$ cat src/rtl/alu_seq_exec_pkg.sv
// alu_seq_exec_pkg: shared widths, ALU op codes, execute-FSM state encodings,
// flag payload type and small helpers used by alu_seq_exec and alu_comb_core.
package alu_seq_exec_pkg;

  localparam int unsigned XLEN  = 32;
  localparam int unsigned CNT_W = 5;
  localparam int unsigned OP_W  = 4;

  // ALU op codes, common with the ALU-control decoder
  localparam logic [OP_W-1:0] ALU_ADD  = 4'b0000;
  localparam logic [OP_W-1:0] ALU_SUB  = 4'b0001;
  localparam logic [OP_W-1:0] ALU_AND  = 4'b0010;
  localparam logic [OP_W-1:0] ALU_OR   = 4'b0011;
  localparam logic [OP_W-1:0] ALU_XOR  = 4'b0100;
  localparam logic [OP_W-1:0] ALU_SLT  = 4'b0101;
  localparam logic [OP_W-1:0] ALU_SLTU = 4'b0110;
  localparam logic [OP_W-1:0] ALU_SLL  = 4'b0111;
  localparam logic [OP_W-1:0] ALU_SRL  = 4'b1000;
  localparam logic [OP_W-1:0] ALU_SRA  = 4'b1001;
  localparam logic [OP_W-1:0] ALU_PASS = 4'b1010;

  // Execute-stage FSM encodings
  localparam logic [1:0] EXS_IDLE  = 2'd0;
  localparam logic [1:0] EXS_SHIFT = 2'd1;
  localparam logic [1:0] EXS_DONE  = 2'd2;

  typedef struct packed {
    logic zf;
    logic cf;
    logic vf;
    logic sf;
  } alu_flags_t;

  function automatic logic is_shift(input logic [OP_W-1:0] op);
    return (op == ALU_SLL) || (op == ALU_SRL) || (op == ALU_SRA);
  endfunction

  // One step of the iterative shifter; op is always one of the shift codes.
  function automatic logic [XLEN-1:0] shift_one(input logic [OP_W-1:0] op,
                                                input logic [XLEN-1:0] v);
    case (op)
      ALU_SLL: return {v[XLEN-2:0], 1'b0};
      ALU_SRL: return {1'b0, v[XLEN-1:1]};
      default: return {v[XLEN-1], v[XLEN-1:1]};
    endcase
  endfunction

  // Flags for ops without carry/overflow semantics
  function automatic alu_flags_t plain_flags(input logic [XLEN-1:0] v);
    alu_flags_t f;
    f.zf = (v == '0);
    f.cf = 1'b0;
    f.vf = 1'b0;
    f.sf = v[XLEN-1];
    return f;
  endfunction

endpackage

$ cat src/rtl/alu_comb_core.sv
// alu_comb_core: single-cycle result and flag computation.
// Ports: op (ALU op code), a/b (operands) -> result, flags {zf,cf,vf,sf}.
// With ALU_FAST_SHIFT_EN defined, shifts are done here by a barrel shifter;
// otherwise shift codes return a, which is the correct shift-by-zero result
// (non-zero shift amounts are handled by the iterative shifter in the top).
module alu_comb_core
  import alu_seq_exec_pkg::*;
(
  input  logic [OP_W-1:0] op,
  input  logic [XLEN-1:0] a,
  input  logic [XLEN-1:0] b,
  output logic [XLEN-1:0] result,
  output alu_flags_t      flags
);

  logic [XLEN:0] sum;
  logic [XLEN:0] diff;

  // Result and flag mux; undefined codes fall through to PASS
  always_comb begin
    sum    = {1'b0, a} + {1'b0, b};
    diff   = {1'b0, a} + {1'b0, ~b} + (XLEN+1)'(1);
    result = b;
    flags  = '0;
    case (op)
      ALU_ADD: begin
        result   = sum[XLEN-1:0];
        flags.cf = sum[XLEN];
        flags.vf = (a[XLEN-1] == b[XLEN-1]) & (sum[XLEN-1] != a[XLEN-1]);
      end
      ALU_SUB: begin
        result   = diff[XLEN-1:0];
        flags.cf = diff[XLEN];
        flags.vf = (a[XLEN-1] != b[XLEN-1]) & (diff[XLEN-1] != a[XLEN-1]);
      end
      ALU_AND:  result = a & b;
      ALU_OR:   result = a | b;
      ALU_XOR:  result = a ^ b;
      ALU_SLT:  result = XLEN'($signed(a) < $signed(b));
      ALU_SLTU: result = XLEN'(a < b);
`ifdef ALU_FAST_SHIFT_EN
      ALU_SLL:  result = a << b[CNT_W-1:0];
      ALU_SRL:  result = a >> b[CNT_W-1:0];
      ALU_SRA:  result = XLEN'($signed(a) >>> b[CNT_W-1:0]);
`else
      ALU_SLL, ALU_SRL, ALU_SRA: result = a;
`endif
      default:  result = b;
    endcase
    flags.zf = (result == '0);
    flags.sf = result[XLEN-1];
  end

endmodule

$ cat src/rtl/alu_seq_exec.sv
// alu_seq_exec: execute-stage ALU with valid/ready on both sides.
// Ports: clk, rst (async active-high), flush (sync abort), in_valid/in_ready,
// alu_op, a, b (input side); out_valid/out_ready, result, zf/cf/vf/sf
// (registered output side).
// Build option ALU_FAST_SHIFT_EN: single-cycle barrel shifts, SHIFT state
// never entered. Default: 1-bit-per-cycle iterative shifter.
module alu_seq_exec
  import alu_seq_exec_pkg::*;
(
  input  logic            clk,
  input  logic            rst,
  input  logic            flush,
  input  logic            in_valid,
  output logic            in_ready,
  input  logic [OP_W-1:0] alu_op,
  input  logic [XLEN-1:0] a,
  input  logic [XLEN-1:0] b,
  output logic            out_valid,
  input  logic            out_ready,
  output logic [XLEN-1:0] result,
  output logic            zf,
  output logic            cf,
  output logic            vf,
  output logic            sf
);

  logic [1:0]       state, state_n;
  logic [XLEN-1:0]  acc, acc_n;
  logic [CNT_W-1:0] cnt, cnt_n;
  logic [OP_W-1:0]  sop, sop_n;
  logic [XLEN-1:0]  result_n;
  alu_flags_t       flags_q, flags_n;
  logic             out_valid_n;

  logic [XLEN-1:0]  core_result;
  alu_flags_t       core_flags;
  logic             accept;
  logic             start_shift;
  logic [XLEN-1:0]  acc_step;

  alu_comb_core u_core (
    .op     (alu_op),
    .a      (a),
    .b      (b),
    .result (core_result),
    .flags  (core_flags)
  );

  // Ready is held low during reset so nothing is taken before rst deasserts
  assign in_ready = ~rst & ~flush &
                    ((state == EXS_IDLE) | ((state == EXS_DONE) & out_ready));
  assign accept   = in_valid & in_ready;

`ifdef ALU_FAST_SHIFT_EN
  assign start_shift = 1'b0;
`else
  assign start_shift = is_shift(alu_op) & (b[CNT_W-1:0] != '0);
`endif

  assign acc_step = shift_one(sop, acc);

  // Next-state and output-register logic
  always_comb begin
    state_n     = state;
    acc_n       = acc;
    cnt_n       = cnt;
    sop_n       = sop;
    result_n    = result;
    flags_n     = flags_q;
    out_valid_n = out_valid;
    if (flush) begin
      state_n     = EXS_IDLE;
      cnt_n       = '0;
      out_valid_n = 1'b0;
    end else begin
      case (state)
        EXS_SHIFT: begin
          acc_n = acc_step;
          cnt_n = cnt - CNT_W'(1);
          if (cnt == CNT_W'(1)) begin
            state_n     = EXS_DONE;
            out_valid_n = 1'b1;
            result_n    = acc_step;
            flags_n     = plain_flags(acc_step);
          end
        end
        default: begin
          // IDLE, consumed DONE, or an illegal encoding all drop to IDLE
          if ((state != EXS_DONE) || out_ready) begin
            state_n     = EXS_IDLE;
            out_valid_n = 1'b0;
          end
          if (accept) begin
            if (start_shift) begin
              state_n     = EXS_SHIFT;
              acc_n       = a;
              cnt_n       = b[CNT_W-1:0];
              sop_n       = alu_op;
              out_valid_n = 1'b0;
            end else begin
              state_n     = EXS_DONE;
              result_n    = core_result;
              flags_n     = core_flags;
              out_valid_n = 1'b1;
            end
          end
        end
      endcase
    end
  end

  // State and output registers
  always_ff @(posedge clk or posedge rst) begin
    if (rst) begin
      state     <= EXS_IDLE;
      acc       <= '0;
      cnt       <= '0;
      sop       <= '0;
      result    <= '0;
      flags_q   <= '0;
      out_valid <= 1'b0;
    end else begin
      state     <= state_n;
      acc       <= acc_n;
      cnt       <= cnt_n;
      sop       <= sop_n;
      result    <= result_n;
      flags_q   <= flags_n;
      out_valid <= out_valid_n;
    end
  end

  assign zf = flags_q.zf;
  assign cf = flags_q.cf;
  assign vf = flags_q.vf;
  assign sf = flags_q.sf;

endmodule
$ cat config.mk
export PLATFORM = sky130hd
export DESIGN_NAME = alu_seq_exec
export DESIGN_NICKNAME = d
export VERILOG_FILES = /design/src/rtl/alu_seq_exec_pkg.sv /design/src/rtl/alu_comb_core.sv /design/src/rtl/alu_seq_exec.sv
export SDC_FILE = /design/constraint.sdc
export NUM_CORES = 1
export LEC_CHECK = 0
export ABC_CLOCK_PERIOD_IN_PS = 4300
export CORE_UTILIZATION = 59
export CTS_CLUSTER_DIAMETER = 30
export DETAILED_ROUTE_END_ITERATION = 6
export GPL_TIMING_DRIVEN = 0
export HOLD_SLACK_MARGIN = 0.02
export PLACE_DENSITY_LB_ADDON = 0.05
export REMOVE_ABC_BUFFERS = 1
export SLEW_MARGIN = 20
export SYNTH_ARGS = -nofsm -noshare
export SYNTH_HDL_FRONTEND = slang
export SYNTH_SLANG_ARGS = --single-unit
export TNS_END_PERCENT = 1
$ cat constraint.sdc
create_clock -name clk -period 4.3 [get_ports clk]
set_input_delay 0.86 -clock clk [delete_from_list [all_inputs] [get_ports clk]]
set_output_delay 0.86 -clock clk [all_outputs]
set_load 0.03 [all_outputs]
==> impl_results.md <==
- Die X: approximately 140 µm
- Root buf cell: clkbuf_16
- Mean Syn Cell Area: 7.06 µm²
- Netlist cell types: 84
- Layout Nets: 1775
- Hpwl dp: 30800 µm
- GPL Wtd Cong: 1.01
- Area growth from synthesis to layout: 24.9%
- Pwr Density: 299 nW/µm²
- Startpoint Class: input port
- Final Hold Fails: 0
- Rows: 48
- CTS H-tree depth: 3
- Post-DR wirelength/cell: ~25 µm
- Crit. End Element: flop
- Skew final: 0.00490 ns
- Slew Viols, Final: 0
- CP Cell Sequence: clkdlybuf4s50_1, inv_2, ha_4, inv_1, a21oi_2, o31ai_2, nor2_1, a2111oi_4, o211ai_1, a311o_1, nand3b_1, a32oi_2, a21boi_0, mux2_2
- # setup viols final: 2
- Via count: 13.2k
- 1st-iter DRT viols: 1984
- Number of global-route vias before repair: about 12k
- Required @ worst endpoint: 4.53 ns
- Yosys reg bits: about 80
- Period minus WS final: between 4 and 5 ns
- CP arrival: 4.55 ns
- Biggest cell delay along the critical path: 0.53 ns
- Max-cap violation count: 0
- RSZ-0062 raised after global routing: true
- Worst setup margin: -0.0125 ns
- Post-place setup slack: -1.48 ns
- Worst setup path category: in2reg
- Relative slew margins: a little under a quarter
- Buf/Inv on CP: 3
- Peak VDD IR: 380 µV
- Post-layout util: 76.1%
- Filler cells: ~1.3k
- Int Pwr: 2170 µW
- Clk buf depth: 2
- CTS tree: done
- Hold depth: 1
- Initial Utilization: about three fifths
- Placed inst area: 11800 µm²
- Post-Synthesis Cells: 1508
- DRC: 0
- Seq/Total Area, Yosys: 18.3%
- Synthesized area: 10600 µm²
- Sequential group share of total power: 28.0%
- Worst path depth: 14
- Largest net degree at the start of global routing: 76
- Clock Latency Late Sink: ~0.35 ns
- Outcome: finished with violations
- Die Ht: 136 µm
- TNS Setup: -0.0138 ns
- Crit-path slowest cell: clkdlybuf4s50_1
- Final worst path period share: 100%
- # hold bufs at CTS: 0
- Critical path peak fanout: 8
- NetSw: 1800 µW
- PortBufs: between 100 and 150
- GRT Total Usage: 47.0%
- Ports: 111
- Top delay family on crit path: compound AO/OA/AOI/OAI gates
- Failing checks: negative setup slack
- DIE AREA: 18600 µm²
- Fin area: about 13000 µm²
- GRT overflow: 0
- Hold WC Path Type: reg2reg
- Iteration count of the initial detailed-routing pass: 6
- Via/cell ratio: between 7 and 8
- Post-synth ARST share: 100%
- Core Region: 17500 µm²
- Share of cells above drive strength 1: 13.9%
- Pleak: about 0.0057 µW
- Number of routed nets with antenna violations: 0
- Total power: 3970 µW
- Routed Wire Length: 45600 µm
- Worst slew pin tran: between 1 and 1.5 ns
- Fmax: 232 MHz
- Clock group share of total power: 19.8%
- Post-synth EDFFs: 0
- Sw frac: 45.4%
- Clk pin slew, worst setup/hold paths: 0.06 ns
- Global-route wire length before repair: 66400 µm
- Power share of the combinational group: 52.2%
- Clock sink count: 78
- Initial antenna violation count: 0
- TritonCTS Buffers: 9
- Synth warnings: 0
- R2R depth: 13
- Post-synth top flop: dfrtp_1
==> flip-flops by register name, indices dropped and copies added, names as in the netlist <==
signal  flops
acc        32
cf          1
cnt         5
result     32
sop         4
state       2
vf          1
zf          1
==> placed cells by master (no fill, tap or decap), types with 19 or more instances in the layout <==
cell             instances
o211ai_1                25
nor2_1                 157
xnor2_1                 19
mux2i_1                 26
nand2_1                168
a21o_1                  20
a211oi_1                20
a21oi_1                121
nor3_1                  22
clkdlybuf4s50_1         69
dfrtp_1                 78
inv_1                   96
ha_1                    91
buf_4                   41
o21ai_0                147
nand3_1                 41
==> routing by layer <==
metal	part of all wire [%]	GRT usage, %	vias up
li1	-	-	5660
met1	36	58.5	6068
met2	42	72.4	1160
met3	13	9.36	311
met4	8.6	33.6	0
met5	0	0	-
==> cells in the mapped netlist, types with 12 or more instances <==
library cell	instances	area, µm²
a211oi_1	24	180
a21o_1	20	150
a21oi_1	128	641
a221oi_1	16	140
a22oi_1	12	90.1
a31oi_1	20	125
and3_1	12	75.1
buf_2	12	60.1
clkbuf_1	74	278
dfrtp_1	78	1950
ha_1	115	1440
inv_1	105	394
mux2i_1	26	260
nand2_1	172	646
nand3_1	41	205
nand4_1	16	100
nor2_1	163	612
nor3_1	28	140
nor4_1	15	93.8
o211ai_1	25	188
o21ai_0	153	766
o221ai_1	13	114
o31ai_1	19	143
xnor2_1	19	166
==> timing repair <==
| item | CTS | global route |
|---|---|---|
| gates resized for setup | 108 | 120 |
| setup endpoints to repair | 63 | 9 |
| cloned | 1 | 3 |
| buffers inserted | 18 | 24 |
| pin swaps | 20 | 28 |
==> cell families after synthesis <==
logic type	synth area share, %
buf+inv	7.69
flops	18.3
mux	3.19
compound gates	33.9
simple gates	21.4
fa+ha+maj	13.9
xor+xnor	1.65
==> power by group through the flow <==
stage | Clock [µW] | Sequential (µW) | Combinational [µW]
2_1_floorplan | 0 | 1230 | 910
3_3_place_gp | 0 | 1090 | 1720
3_5_place_dp | 0 | 1100 | 1770
4_1_cts | 772 | 1090 | 1880
5_1_grt | 808 | 1120 | 2190
6_report | 787 | 1110 | 2070
==> worst register-to-register path, delay by kind of cell, from the launching register on <==
family | cells | cell delay (ns)
DFF | 1 | 0.42
AOI/OAI and AO/OA | 5 | 1.35
and+or+nand+nor | 5 | 1.47
buffers and inverters | 3 | 0.58
==> layout make-up <==
cell class                      instances  area (µm²)  area share, %
Inverter                              106         440           3.31
Timing Repair inverter                  1        8.76         0.0659
Clock buffer                           10         229           1.72
Sequential cell                        78        1950           14.7
Tap cell                              225         282           2.12
Clock inverter                          6        70.1          0.527
Antenna cell                            1        2.50         0.0188
Timing Repair Buffer                  165        1680           12.7
Multi-Input combinational cell       1224        8620           64.9
==> worst paths after layout <==
path | from | endpoint | slack, ns
worst max-delay path | b[12] | result[29]$_DFFE_PP0P_ | -0.01
worst min-delay path | result[25]$_DFFE_PP0P_ | result[25]$_DFFE_PP0P_ | 0.47
worst max register to register | state[1]$_DFFE_PP0P_ | zf$_DFFE_PP0P_ | 0.37
worst min register to register | result[25]$_DFFE_PP0P_ | result[25]$_DFFE_PP0P_ | 0.47
max in group asynchronous | rst | acc[8]$_DFFE_PP0P_ | 3.13
min in group asynchronous | rst | acc[22]$_DFFE_PP0P_ | 0.54
==> metrics by stage <==
step,hold slack [ns],cells
after CTS,0.480,1788
after global placement,0.455,1742
after detailed placement,0.466,1753
after floorplan,0.449,1407
final,0.474,1816
after global routing,0.493,1815
No activity file was read; power rests on OpenSTA's default activity.
